File: src/rtl/seq_mult_pkg.sv
// seq_mult_pkg: shared definitions for the sequential shift-add multiplier.
//   state_e : FSM state encoding (IDLE, CALC, SIGN, DONE)
//   step_w  : width of the per-bit step counter for a given operand width
package seq_mult_pkg;

   typedef enum logic [1:0] {
      IDLE = 2'd0,
      CALC = 2'd1,
      SIGN = 2'd2,
      DONE = 2'd3
   } state_e;

   function automatic int step_w(input int width);
      return $clog2(width);
   endfunction

endpackage

File: src/rtl/mult_abs.sv
// mult_abs: combinational two's-complement magnitude.
//   val_i : WIDTH-bit operand
//   en_i  : 1 = treat val_i as signed and return |val_i|; 0 = pass through
//   mag_o : WIDTH-bit unsigned magnitude (most negative value maps to 2^(WIDTH-1))
module mult_abs #(
   parameter int WIDTH = 8
) (
   input  logic [WIDTH-1:0] val_i,
   input  logic             en_i,
   output logic [WIDTH-1:0] mag_o
);

   // Negating the most negative value wraps back onto itself, which read as
   // unsigned is exactly 2^(WIDTH-1), so no extra bit is needed.
   assign mag_o = (en_i && val_i[WIDTH-1]) ? (~val_i + 1'b1) : val_i;

endmodule

File: src/rtl/seq_multiplier.sv
// seq_multiplier: sequential shift-add multiplier with optional signed mode
// and early termination once the remaining multiplier bits are zero.
//   clk_i, rst_ni : clock, asynchronous active-low reset
//   start_i       : operation request, accepted in IDLE or DONE only
//   signed_i      : operands are two's complement (when SIGNED_EN != 0)
//   a_i, b_i      : multiplier / multiplicand
//   busy_o        : high in CALC and SIGN
//   valid_o       : high in DONE, result_o holds the product
//   result_o      : 2*WIDTH-bit product
module seq_multiplier
   import seq_mult_pkg::*;
#(
   parameter int WIDTH     = 8,
   parameter int SIGNED_EN = 1
) (
   input  logic               clk_i,
   input  logic               rst_ni,
   input  logic               start_i,
   input  logic               signed_i,
   input  logic [WIDTH-1:0]   a_i,
   input  logic [WIDTH-1:0]   b_i,
   output logic               busy_o,
   output logic               valid_o,
   output logic [2*WIDTH-1:0] result_o
);

   localparam int PW = 2 * WIDTH;
   localparam int SW = step_w(WIDTH);

   state_e          state_q, state_d;
   logic [WIDTH-1:0] mplier_q, mplier_d;
   logic [WIDTH-1:0] mcand_q, mcand_d;
   logic [PW-1:0]    acc_q, acc_d;
   logic [SW-1:0]    step_q, step_d;
   logic             sign_q, sign_d;
   logic [PW-1:0]    result_q, result_d;
   logic             busy_q, busy_d;
   logic             valid_q, valid_d;
   // Clear during reset and for the first edge after release, so a start
   // held across reset release is not taken on that edge.
   logic             arm_q;

   logic             sgn_en;
   logic [WIDTH-1:0] a_mag, b_mag;
   logic             accept;

   assign sgn_en = (SIGNED_EN != 0) && signed_i;

   mult_abs #(.WIDTH(WIDTH)) u_abs_a (
      .val_i (a_i),
      .en_i  (sgn_en),
      .mag_o (a_mag)
   );

   mult_abs #(.WIDTH(WIDTH)) u_abs_b (
      .val_i (b_i),
      .en_i  (sgn_en),
      .mag_o (b_mag)
   );

   assign accept = arm_q && start_i && (state_q == IDLE || state_q == DONE);

   always_comb begin
      state_d  = state_q;
      mplier_d = mplier_q;
      mcand_d  = mcand_q;
      acc_d    = acc_q;
      step_d   = step_q;
      sign_d   = sign_q;
      result_d = result_q;

      case (state_q)
         IDLE, DONE: begin
            if (accept) begin
               mplier_d = a_mag;
               mcand_d  = b_mag;
               sign_d   = sgn_en && (a_i[WIDTH-1] ^ b_i[WIDTH-1]);
               acc_d    = '0;
               step_d   = '0;
               result_d = '0;
               state_d  = CALC;
            end
         end
         CALC: begin
            if (mplier_q[0]) begin
               acc_d = acc_q + (PW'(mcand_q) << step_q);
            end
            mplier_d = mplier_q >> 1;
            step_d   = step_q + 1'b1;
            // Stop once no set bits remain above the one just consumed.
            if (mplier_q[WIDTH-1:1] == '0 || step_q == SW'(WIDTH - 1)) begin
               state_d = SIGN;
            end
         end
         SIGN: begin
            result_d = sign_q ? (~acc_q + 1'b1) : acc_q;
            state_d  = DONE;
         end
         default: state_d = IDLE;
      endcase

      busy_d  = (state_d == CALC) || (state_d == SIGN);
      valid_d = (state_d == DONE);
   end

   always_ff @(posedge clk_i or negedge rst_ni) begin
      if (!rst_ni) begin
         state_q  <= IDLE;
         mplier_q <= '0;
         mcand_q  <= '0;
         acc_q    <= '0;
         step_q   <= '0;
         sign_q   <= 1'b0;
         result_q <= '0;
         busy_q   <= 1'b0;
         valid_q  <= 1'b0;
         arm_q    <= 1'b0;
      end else begin
         state_q  <= state_d;
         mplier_q <= mplier_d;
         mcand_q  <= mcand_d;
         acc_q    <= acc_d;
         step_q   <= step_d;
         sign_q   <= sign_d;
         result_q <= result_d;
         busy_q   <= busy_d;
         valid_q  <= valid_d;
         arm_q    <= 1'b1;
      end
   end

   assign busy_o   = busy_q;
   assign valid_o  = valid_q;
   assign result_o = result_q;

endmodule
File: config.mk
export PLATFORM = sky130hd
export DESIGN_NAME = seq_multiplier
export DESIGN_NICKNAME = d
export VERILOG_FILES = /design/src/rtl/seq_mult_pkg.sv /design/src/rtl/mult_abs.sv /design/src/rtl/seq_multiplier.sv
export SDC_FILE = /design/constraint.sdc
export NUM_CORES = 1
export LEC_CHECK = 0
export ABC_AREA = 1
export CORE_MARGIN = 2
export CORE_UTILIZATION = 60
export CTS_CLUSTER_DIAMETER = 40
export DETAILED_ROUTE_END_ITERATION = 8
export GPL_TIMING_DRIVEN = 0
export PLACE_DENSITY_LB_ADDON = 0.08
export SLEW_MARGIN = 25
export SYNTH_ARGS = -nofsm -noshare
export SYNTH_HDL_FRONTEND = slang
export SYNTH_HIERARCHICAL = 1
export SYNTH_SLANG_ARGS = --single-unit
File: constraint.sdc
create_clock -name clk_i -period 6.6 [get_ports clk_i]
set_clock_uncertainty 0.2 [all_clocks]
set_input_delay 1.32 -clock clk_i [delete_from_list [all_inputs] [get_ports clk_i]]
set_output_delay 1.32 -clock clk_i [all_outputs]
set_load 0.05 [all_outputs]
==> impl_metrics.toml <==
[clock_network]
cts.htree.levels = 3
cts_tree = "built"
cts-root-buf = "clkbuf_8"
hold_buffers = 0
cts_buffers = 9
insertion_delay_ns = 0.35
clk_pin_slew_worst_paths_ns = 0.08
cts_sinks = 57
clockBufferDepth = 2
post-cts-setup-buffers = 0
cts_resized = 0

[setup_path]
path_delay_family = "buffers and inverters"
critical_path_required_ns = 5.08
cp_slowest_stage_delay_ns = 0.80
cp-end-kind = "output port"
critical_path_class = "reg2out"
worst-path-max-fanout = 2
crit_buf_inv = 1
worstSetupStartpointType = "flop"
cp_slowest_cell = "clkdlybuf4s50_1"
crit_chain = "clkdlybuf4s50_1"
cp_data_arrival_time_ns = 1.52

[synthesis]
syn_avg_cell_area_um2 = 6.75
ys_ff_latch = 57
syn_nets = 681
netlist_top_cells_area = "dfrtp_1 (33%), nand2_1 (19%), ha_1 (6.7%)"
synth_edf_count = 0
synth_area_mm2 = 0.00430
yosys.cell_types.count = 40
ys_seq_area_frac = 0.332
syn_inst = 637
synth_top_area_frac = 0.332
synthArstFlopShare = 1.00
synthFlopType = "dfrtp_1"
yosysWarnings = 6
synth_top_area_cell = "dfrtp_1"

[floorplan]
die_w_um = 88.6
die-area_mm2 = 0.00785
io_pins = 38
start_util = 0.626
die_h_um = 88.6
rows = 30
core_mm2 = 0.00687

[power]
power_density_mw_per_mm2 = 437
ir_worst_vdd_uv = 230
p_leak_nw = 2.66
total_power_mw = 2.18

[drt]
vias = 4182
ant_nets = 0
drt-vias-per-instance = 5.31
drt_iter0_markers = 239
dr.pass1.iters = 4
drt-total-wl_um = 10100
wl_per_cell_um = 12.9
drc = 0

[place]
hpwl_um = 7940
portBuffers = 37
gp_congestion = 0.893

[job]
drv_cap = 0

[final_layout]
fin_nets = 730
area_growth_pct = 16.0
regArea_mm2 = 0.00143
multi_input_area_mm2 = 0.00244
n_antenna_cell = 0
drive_gt1_frac = 0.0999
fillers = 600

[sta]
rsz0062_at_grt = "no"
finalMaxSlewViolations = 0
tns_ns = 0
worst_slew_pin_slew_ns = 0.496
slew_headroom = 0.668
fin_crit_ns = 3.04
final_hold_viol_count = 0
finalCritPeriodShare = 0.461
report.final.setup_viol = 0
clock.fmax_ghz = 0.329

[grt]
grt_busiest_layer = "met2"
grtUsageMet1 = 0.330
grt_pass1_vias = 3873
grt_pass1_wl_um = 16700
antenna_found_initial = 0
met3_usage = 0.0504
gr-total-overflow = 0
grtUsageTotal = 0.272
use_met2 = 0.480
grt_max_degree = 42

[min_path]
hp-class = "reg2reg"

[run_status]
status = "complete, no violations"
worst min-delay path, cell delays in order (launching register included):
cell and delay (ns):
dfrtp_1 0.35, nand2_1 0.05, nand2_1 0.05
sequential cells by signal, summed over array words and instances, names as in the netlist:
| name | flops |
|---|---|
| mcand_q | 8 |
| valid_o | 1 |
| busy_o | 1 |
| result_o | 16 |
| step_q | 3 |
| sign_q | 1 |
| acc_q | 16 |
| mplier_q | 8 |
| state_q | 2 |
| arm_q | 1 |
Yosys cell counts, types with 2 or more instances:
library cell / n
o21ai_1: 6
nand4_1: 7
o31ai_1: 2
xor2_1: 4
mux2i_1: 2
o21ai_2: 6
nor2_2: 3
xnor2_1: 6
nand2_2: 8
buf_2: 4
ha_1: 23
clkbuf_1: 3
nand3_2: 3
a31oi_1: 2
a21oi_2: 3
nand3_1: 50
and2_1: 2
inv_4: 2
nor2_1: 47
buf_6: 2
o22ai_1: 4
buf_4: 4
nand2_1: 218
clkinv_1: 2
a21oi_1: 15
o211ai_1: 9
inv_2: 11
o21ai_0: 42
nor3_1: 5
nand3b_1: 5
dfrtp_1: 57
inv_1: 72
stage by stage:
step | worst slack (ns) | std cells | area [um2] | hold slack [ns] | util
CTS | 3.55 | 787 | 4980 | 0.288 | 0.725
global placement | 2.26 | 770 | 4790 | 0.263 | 0.697
floorplan | 4.19 | 637 | 4300 | 0.265 | -
finish | 3.56 | 787 | 4980 | 0.283 | 0.725
global route | 3.51 | 787 | 4980 | 0.298 | 0.725
detailed placement | 3.56 | 771 | 4800 | 0.266 | 0.699
placed cells by master (no fill, tap or decap), types with 3 or more instances in the layout:
cell	count
o211ai_1	9
clkbuf_8	9
nor2_2	3
xnor2_1	6
nor2_1	47
buf_2	4
xor2_1	4
nor3_1	5
inv_1	72
inv_2	11
o21ai_2	6
nand4_1	7
o21ai_1	6
clkinvlp_4	3
buf_4	5
nand3_2	3
o22ai_1	4
clkdlybuf4s50_1	36
nand2_1	218
dfrtp_1	57
nand2_2	8
a21oi_1	15
nand3b_1	5
clkbuf_1	3
o21ai_0	42
ha_1	23
a21oi_2	3
nand3_1	50
cells by family (layout without fill, tap and decap cells):
group	count (synthesis)	after routing	synth area share
XOR/XNOR	10	10	0.0204
AO/OA/AOI/OAI	91	91	0.125
adder cells (fa/ha/maj)	24	24	0.0716
other	1	1	0.000873
AND/OR/NAND/NOR	350	350	0.345
multiplexers	2	2	0.00466
buffers and inverters	102	156	0.0999
flip-flops	57	57	0.332
layer usage:
metal | routed length, um | vias up | part of all wire
li1 | - | 2135 | -
met1 | 4460 | 1928 | 0.44
met2 | 5060 | 98 | 0.50
met3 | 434 | 21 | 0.043
met4 | 185 | 0 | 0.018
met5 | 0 | - | 0
final timing paths:
check                      slack, ns           end          from  depth (start not counted)
min                             0.28  result_o[12]  result_o[12]                          2
max reg2reg                     3.81     acc_q[15]     step_q[0]                         15
max                             3.56   result_o[2]   result_o[2]                          1
max in group asynchronous       5.07    mcand_q[0]        rst_ni                          2
min reg2reg                     0.28  result_o[12]  result_o[12]                          2
min in group asynchronous       0.62  result_o[11]        rst_ni                          1
final cells by class:
type,instances,area share
sequential,57,0.286
buffer,14,0.0178
tap,96,0.0241
inverter,88,0.0683
clock buffer,9,0.0249
multi-input combinational,478,0.490
timing repair buffer,38,0.0779
clock inverter,7,0.0108
power breakdown:
group | total, mW | switching, mW | internal, mW
Clock | 0.307 | 0.168 | 0.138
Combinational | 1.29 | 0.850 | 0.441
Sequential | 0.578 | 0.104 | 0.475
(Power assumes the default switching activity.)
